File: src/rtl/core_wb.sv
// core_wb: write-back stage of the five-stage RV32 core.
// Accepts the mw_* bundle and selects the ALU/CSR result or the load data.
// Loads whose data is not yet present are held in WAIT_MEM until the data
// arrives. Each instruction commits with a one-cycle pulse on the registered
// register-file and CSR write ports.
// Optional feature: define CORE_WB_INSTRET_EN to build the 64-bit
// retired-instruction counter; otherwise instret is tied to 0.
module core_wb (
  input  logic        clk,
  input  logic        rest,
  input  logic        mw_valid,
  output logic        mw_ready,
  input  logic [31:0] mw_reg_data,
  input  logic [31:0] mw_mem_data,
  input  logic        mw_mem_data_valid,
  input  logic [31:0] mw_csr_data,
  input  logic [4:0]  mw_rd,
  input  logic        mw_reg_write,
  input  logic        mw_reg_write_sel,
  input  logic [11:0] mw_csr,
  input  logic        mw_csr_write,
  output logic        rf_wr_en,
  output logic [4:0]  rf_wr_addr,
  output logic [31:0] rf_wr_data,
  output logic        csr_wr_en,
  output logic [11:0] csr_wr_addr,
  output logic [31:0] csr_wr_data,
  output logic        wb_load_pending,
  output logic [4:0]  wb_load_rd,
  output logic [63:0] instret
);

  typedef enum logic {IDLE = 1'b0, WAIT_MEM = 1'b1} state_t;

  state_t      state_q, state_d;
  logic [4:0]  hold_rd_q, hold_rd_d;
  logic        hold_reg_write_q, hold_reg_write_d;
  logic        hold_csr_write_q, hold_csr_write_d;
  logic [11:0] hold_csr_q, hold_csr_d;
  logic [31:0] hold_csr_data_q, hold_csr_data_d;
  logic        rf_wr_en_q, rf_wr_en_d;
  logic [4:0]  rf_wr_addr_q, rf_wr_addr_d;
  logic [31:0] rf_wr_data_q, rf_wr_data_d;
  logic        csr_wr_en_q, csr_wr_en_d;
  logic [11:0] csr_wr_addr_q, csr_wr_addr_d;
  logic [31:0] csr_wr_data_q, csr_wr_data_d;

  // Fields of the instruction committing this cycle (bundle or held copy).
  logic        do_commit;
  logic [4:0]  c_rd;
  logic        c_reg_write;
  logic        c_csr_write;
  logic [11:0] c_csr;
  logic [31:0] c_csr_data;
  logic [31:0] c_data;

  // State and port registers; reset drops any pending wait or commit.
  always_ff @(posedge clk or posedge rest) begin
    if (rest) begin
      state_q          <= IDLE;
      hold_rd_q        <= '0;
      hold_reg_write_q <= 1'b0;
      hold_csr_write_q <= 1'b0;
      hold_csr_q       <= '0;
      hold_csr_data_q  <= '0;
      rf_wr_en_q       <= 1'b0;
      rf_wr_addr_q     <= '0;
      rf_wr_data_q     <= '0;
      csr_wr_en_q      <= 1'b0;
      csr_wr_addr_q    <= '0;
      csr_wr_data_q    <= '0;
    end else begin
      state_q          <= state_d;
      hold_rd_q        <= hold_rd_d;
      hold_reg_write_q <= hold_reg_write_d;
      hold_csr_write_q <= hold_csr_write_d;
      hold_csr_q       <= hold_csr_d;
      hold_csr_data_q  <= hold_csr_data_d;
      rf_wr_en_q       <= rf_wr_en_d;
      rf_wr_addr_q     <= rf_wr_addr_d;
      rf_wr_data_q     <= rf_wr_data_d;
      csr_wr_en_q      <= csr_wr_en_d;
      csr_wr_addr_q    <= csr_wr_addr_d;
      csr_wr_data_q    <= csr_wr_data_d;
    end
  end

  // Next state: accept, wait for load data, and form the commit strobes.
  always_comb begin
    state_d          = state_q;
    hold_rd_d        = hold_rd_q;
    hold_reg_write_d = hold_reg_write_q;
    hold_csr_write_d = hold_csr_write_q;
    hold_csr_d       = hold_csr_q;
    hold_csr_data_d  = hold_csr_data_q;
    rf_wr_en_d       = 1'b0;
    rf_wr_addr_d     = rf_wr_addr_q;
    rf_wr_data_d     = rf_wr_data_q;
    csr_wr_en_d      = 1'b0;
    csr_wr_addr_d    = csr_wr_addr_q;
    csr_wr_data_d    = csr_wr_data_q;
    do_commit        = 1'b0;
    c_rd             = hold_rd_q;
    c_reg_write      = hold_reg_write_q;
    c_csr_write      = hold_csr_write_q;
    c_csr            = hold_csr_q;
    c_csr_data       = hold_csr_data_q;
    c_data           = mw_reg_data;

    case (state_q)
      IDLE: begin
        if (mw_valid) begin
          hold_rd_d        = mw_rd;
          hold_reg_write_d = mw_reg_write;
          hold_csr_write_d = mw_csr_write;
          hold_csr_d       = mw_csr;
          hold_csr_data_d  = mw_csr_data;
          c_rd             = mw_rd;
          c_reg_write      = mw_reg_write;
          c_csr_write      = mw_csr_write;
          c_csr            = mw_csr;
          c_csr_data       = mw_csr_data;
          if (!mw_reg_write_sel) begin
            do_commit = 1'b1;
            c_data    = mw_reg_data;
          end else if (mw_mem_data_valid) begin
            do_commit = 1'b1;
            c_data    = mw_mem_data;
          end else begin
            state_d = WAIT_MEM;
          end
        end
      end
      WAIT_MEM: begin
        if (mw_mem_data_valid) begin
          do_commit = 1'b1;
          c_data    = mw_mem_data;
          state_d   = IDLE;
        end
      end
      default: state_d = IDLE;
    endcase

    // Address/data only move when their strobe fires, so they stay stable otherwise.
    if (do_commit) begin
      rf_wr_en_d  = c_reg_write && (c_rd != 5'd0);
      csr_wr_en_d = c_csr_write;
      if (rf_wr_en_d) begin
        rf_wr_addr_d = c_rd;
        rf_wr_data_d = c_data;
      end
      if (csr_wr_en_d) begin
        csr_wr_addr_d = c_csr;
        csr_wr_data_d = c_csr_data;
      end
    end
  end

  assign mw_ready        = (state_q == IDLE);
  assign wb_load_pending = (state_q == WAIT_MEM);
  assign wb_load_rd      = (state_q == WAIT_MEM) ? hold_rd_q : 5'd0;
  assign rf_wr_en        = rf_wr_en_q;
  assign rf_wr_addr      = rf_wr_addr_q;
  assign rf_wr_data      = rf_wr_data_q;
  assign csr_wr_en       = csr_wr_en_q;
  assign csr_wr_addr     = csr_wr_addr_q;
  assign csr_wr_data     = csr_wr_data_q;

`ifdef CORE_WB_INSTRET_EN
  logic        commit_q, commit_d;
  logic [63:0] instret_q, instret_d;

  // Counter advances at the end of each commit cycle; wraps naturally.
  always_comb begin
    commit_d  = do_commit;
    instret_d = instret_q + 64'(commit_q);
  end

  // Commit marker and retired-instruction counter registers.
  always_ff @(posedge clk or posedge rest) begin
    if (rest) begin
      commit_q  <= 1'b0;
      instret_q <= '0;
    end else begin
      commit_q  <= commit_d;
      instret_q <= instret_d;
    end
  end

  assign instret = instret_q;
`else
  assign instret = 64'd0;
`endif

endmodule

File: config.mk
export PLATFORM = sky130hd
export DESIGN_NAME = core_wb
export DESIGN_NICKNAME = d
export VERILOG_FILES = /design/src/rtl/core_wb.sv
export SDC_FILE = /design/constraint.sdc
export NUM_CORES = 1
export LEC_CHECK = 0
export CAP_MARGIN = 0
export CORE_ASPECT_RATIO = 0.5
export CORE_MARGIN = 2
export CORE_UTILIZATION = 38
export CTS_CLUSTER_DIAMETER = 150
export DETAILED_ROUTE_END_ITERATION = 12
export GPL_ROUTABILITY_DRIVEN = 0
export PLACE_DENSITY_LB_ADDON = 0.05
export SYNTH_ARGS = -nofsm -noshare
export SYNTH_HDL_FRONTEND = slang
export SYNTH_SLANG_ARGS = --single-unit
File: constraint.sdc
create_clock -name clk -period 5.05 [get_ports clk]
set_clock_uncertainty 0.15 [all_clocks]
set_input_delay 1.515 -clock clk [delete_from_list [all_inputs] [get_ports clk]]
set_output_delay 1.515 -clock clk [all_outputs]
set_load 0.005 [all_outputs]
==> Yosys cells after proc, flatten, opt, wreduce, memory -nomap -nowiden <==
Cells that the tools add are included.
{ "word_totals": {"register_bits": 135, "input_bits": 120} }
{ "classes": {"n_bitwise": 1, "reduce_logical": 4, "mux": 25} }
{ "op_table": {"columns": ["operator", "count"], "rows": [
  ["$mux W32", 5],
  ["$pmux W32 S2", 1],
  ["$mux W12", 2],
  ["$mux W5", 3],
  ["$mux W1", 12],
  ["$reduce_bool A5 Y1", 1],
  ["$pmux W1 S2", 2],
  ["$reduce_and A2 Y1", 2],
  ["$logic_and A1 B1 Y1", 1],
  ["$not A1 Y1", 1]
]} }

==> Depth between registers and ports, before layout <==
{ "depth": {"ltp_word": 5, "ltp_mapped": 6, "ltp_nobuf": 4} }

==> Worst setup path after synthesis <==
No wires, ideal clock.
{ "synth_path": {"path_kind": "input -> register", "startpoint": "input port mw_rd[3]", "endpoint": "register rf_wr_data_q[10] (netlist: rf_wr_data[10])", "cell_stages": 5, "t_arrival_ns": 2.832, "path_slack_ns": 1.943, "required_ns": 4.775, "path_cell_list": "or4_1 nor2_1 a211oi_4 buf_6 mux2_4"} }
{ "synth_between": {"elab_chain_cells": 5} }
{ "synth_rtl": {"columns": ["element", "line", "text"], "rows": [
  ["start, declared", "17", "input logic [4:0] mw_rd,"],
  ["$mux W5", "112", "if (mw_valid) begin"],
  ["$mux W5", "110", "case (state_q)"],
  ["$reduce_bool A5 Y1", "146", "rf_wr_en_d = c_reg_write && (c_rd != 5'd0);"],
  ["$logic_and A1 B1 Y1", "146", null],
  ["$reduce_and A2 Y1 (no source line)", null, null],
  ["end signal, assigned", "81", "rf_wr_data_q <= rf_wr_data_d;"],
  ["end, declared", "43", "logic [31:0] rf_wr_data_q, rf_wr_data_d;"]
]} }
Every way passes these cells.
A chain may end at the register's enable or synchronous reset.

==> Final worst setup path <==
{ "layout_path": {"startpoint": "input port mw_valid", "endpoint": "register rf_wr_data_q[31] (netlist: rf_wr_data[31])"} }
{ "layout_between": {"elab_chain_cells": 5} }
{ "layout_rtl": {"columns": ["element", "line", "text"], "rows": [
  ["start, declared", "11", "input logic mw_valid,"],
  ["$mux W5", "112", null],
  ["$mux W5", "110", null],
  ["$reduce_bool A5 Y1", "146", null],
  ["$logic_and A1 B1 Y1", "146", null],
  ["$reduce_and A2 Y1 (no source line)", null, null]
]} }
Parallel ways exist; a longest one is shown, timed or not.

==> results.md <==
* Status: completed
* Die width at 182.9 um
* Vias per inst at 4.411
* Cell family with most CP delay: buffers and inverters
* Endpoints failing hold at 0
* Startpoint Class: input pin
* WP data arrival at 3780 ps
* Leakage at 3.779 nW
* Pin count of the biggest net entering global routing at 47
* Clock latency on the worst-skew pair at 410 ps
* Layout cells sized above 1 at 32.13%
* Clk root buf: clkbuf_16
* Slowest-stage cell, CP: buf_4
* Yosys top cell by area: dfrtp_1
* GRT Util Overall at 16.32%
* Switching Share at 23.94%
* Vias in the first global route at 3,834
* RSZ-0062 raised after global routing: no
* Cell-by-cell trace of the critical path: clkdlybuf4s50_1 > nor2b_4 > a31oi_1 > a211oi_4 > buf_4 > mux2_2
* Synth area leaders: dfrtp_1 56%, mux2_2 25%, buf_4 7.9%
* Total clock sinks at 135
* HPWL Detailed at 9449 um
* Main synth FF type: dfrtp_1
* Routed WL per cell at 15.86 um
* Synth Instances at 407
* Post-synth EDFFs at 0
* Worst slew margin at 41.27%
* Initial antenna violation count at 0
* CP Launch Point: mw_valid
* DP Worst Slack at 967.8 ps
* Ys async rst share at 100.0%
* CP Max Fanout at 37
* Share of the synthesized area in the top cell type at 55.57%
* Min-delay src: hold_csr_q[10]
* Mean Syn Cell Area at 14.94 sq um
* Reg power frac at 38.6%
* Bufs on Longest Clock Path at 2
* Power Density at 431.0 nW/um^2
* Flop2flop setup slack at 2510 ps
* Combinational power share at 26.2%
* Core area at 15,530 sq um
* Post-DRT Antenna Nets at 0
* Hold Path Class: reg -> reg
* Distinct cells, synth at 24
* Rows at 32
* H-tree depth at 4
* Net Sw Power at 0.9094 mW
* Clk network pwr share at 35.2%
* Detailed-route DRC error count at 0
* Setup crit end kind: flip-flop
* Ports at 274
* Min cycle time layout at 3629 ps
* First-pass GRT wire length at 20,810 um
* Final Util at 56.73%
* DRT Wirelength at 13,350 um
* WP data required at 5200 ps
* Final setup viols at 0
* Max stage delay on crit path at 560 ps
* Synthesis-to-layout area growth at 44.95%
* Port bufs at 209
* FF+latch count, synth at 135
* Fin crit share at 71.85%
* Antenna cells at 0
* Worst slew pin tran at 879.1 ps
* Setup repair bufs after CTS at 0
* Drt first pass iters at 4
* Hold-fix buffers, CTS at 0
* Nets@finish at 746
* CTS buffer count at 17
* Setup TNS at 0 ps
* Worst IR Drop VDD at 0.2541 mV
* Die Y-Extent at 93.44 um
* Power Total at 3.798 mW
* Max_cap viols at 0
* Reg2reg start: wb_load_pending
* Global route total overflow at 0
* Register area share after synthesis at 55.57%
* Ys Warns at 0
* Setup Crit Path Kind: in -> reg
* Syn Std Cell Area at 6080 sq um
* CTS tree: built
* Iter 0 DRT Violations at 136
* Max Freq at 275.6 MHz
* Final Max Slew Viols at 0
* Final worst slack at 1421 ps
* PostCTS Resize Cnt at 0
* Vias post-DR at 3,714
* Worst Path Buf+Inv at 2
* Starting Density at 39.13%
* Cell internal pwr at 2.889 mW
* DIE AREA at 17,090 sq um
* CTS clock-pin slew for the worst setup and hold paths at 60 ps
## cells in the final DEF, fill, tap and decap left out
| master | n |
|---|---|
| clkdlybuf4s50_1 | 209 |
| dfrtp_1 | 135 |
| mux2_2 | 134 |
| conb_1 | 64 |
| mux2_4 | 28 |
| clkbuf_16 | 17 |
| buf_4 | 6 |
| and2_1 | 5 |
| bufinv_16 | 4 |
| nand2b_1 | 3 |
| inv_6 | 3 |
| or4_1 | 2 |
| nand2_1 | 2 |
| inv_1 | 2 |
| o21ai_0 | 2 |
| nand3_1 | 2 |
| clkinv_4 | 2 |
| inv_8 | 2 |
| buf_12 | 2 |
| nor2b_4 | 1 |
| nor2_1 | 1 |
| nor3_2 | 1 |
| and3_1 | 1 |
| a31oi_1 | 1 |
| a211oi_4 | 1 |
| a21o_1 | 1 |
| nand2_2 | 1 |
| nor2b_1 | 1 |
| clkinvlp_4 | 1 |
| mux2i_1 | 1 |
| clkbuf_8 | 1 |
| clkinv_2 | 1 |
| clkbuf_1 | 1 |
## through the flow
stage / hold WS [ps] / std cells / cell area (sq um)
2_1_floorplan: 318.1 / 470 / 6320
3_3_place_gp: 326.0 / 811 / 8178
3_5_place_dp: 331.7 / 811 / 8178
4_1_cts: 345.4 / 842 / 8812
5_1_grt: 352.8 / 842 / 8812
6_report: 341.9 / 842 / 8812
## state kept, by name, indices dropped and copies added, names as in the netlist, 5 cells and up
register and flops:
csr_wr_data 32, hold_csr_data_q 32, rf_wr_data 32, csr_wr_addr 12, hold_csr_q 12, hold_rd_q 5, rf_wr_addr 5
## kinds of logic (layout without fill, tap and decap cells)
family | count (synthesis) | in the layout | share of synthesized area, %
AO/OA/AOI/OAI | 5 | 5 | 0.7204
buffers and inverters | 83 | 251 | 9.755
flip-flops | 135 | 135 | 55.57
multiplexers | 163 | 163 | 31.90
other | 1 | 64 | 0.06168
AND/OR/NAND/NOR | 20 | 20 | 1.996
## metal layers
| layer | up-vias | GRT usage (%) | wire, um |
|---|---|---|---|
| li1 | 1715 | - | - |
| met1 | 1863 | 18.74 | 5308 |
| met2 | 125 | 28.49 | 7055 |
| met3 | 11 | 5.452 | 837 |
| met4 | 0 | 6.400 | 151 |
| met5 | - | 0 | 0 |
## final timing paths
check                            endpoint  cells past startpoint
hold / removal             hold_csr_q[10]                      1
max in group asynchronous   rf_wr_addr[3]                      3
hold reg to reg            hold_csr_q[10]                      1
min in group asynchronous   rf_wr_data[7]                      2
setup reg to reg           rf_wr_data[31]                      5
setup / recovery           rf_wr_data[31]                      6
## Yosys cell counts, types with 3 or more instances
master      n
buf_6       4
mux2_2    134
nand2_1     3
mux2_4     28
nand2b_1    3
buf_4      64
dfrtp_1   135
and2_1      5
buf_2       9
clkbuf_1    3
inv_1       3
## power groups by stage
stage	combinational, mW	clock, mW	sequential [mW]
6_report	0.994	1.34	1.47
3_3_place_gp	1.00	0	1.49
4_1_cts	1.02	1.37	1.47
3_5_place_dp	1.01	0	1.49
2_1_floorplan	0.430	0	1.49
5_1_grt	1.07	1.42	1.50
## final cells by class
type	instances	area [sq um]
fillers	1293	6723
flip-flops and latches	135	3378
multi-input cells	252	2352
repair buffers	217	2177
clock buffers	19	442.9
well taps	204	255.2
clock inverters	12	191.4
inverters	3	15.01
(Power assumes the default switching activity.)
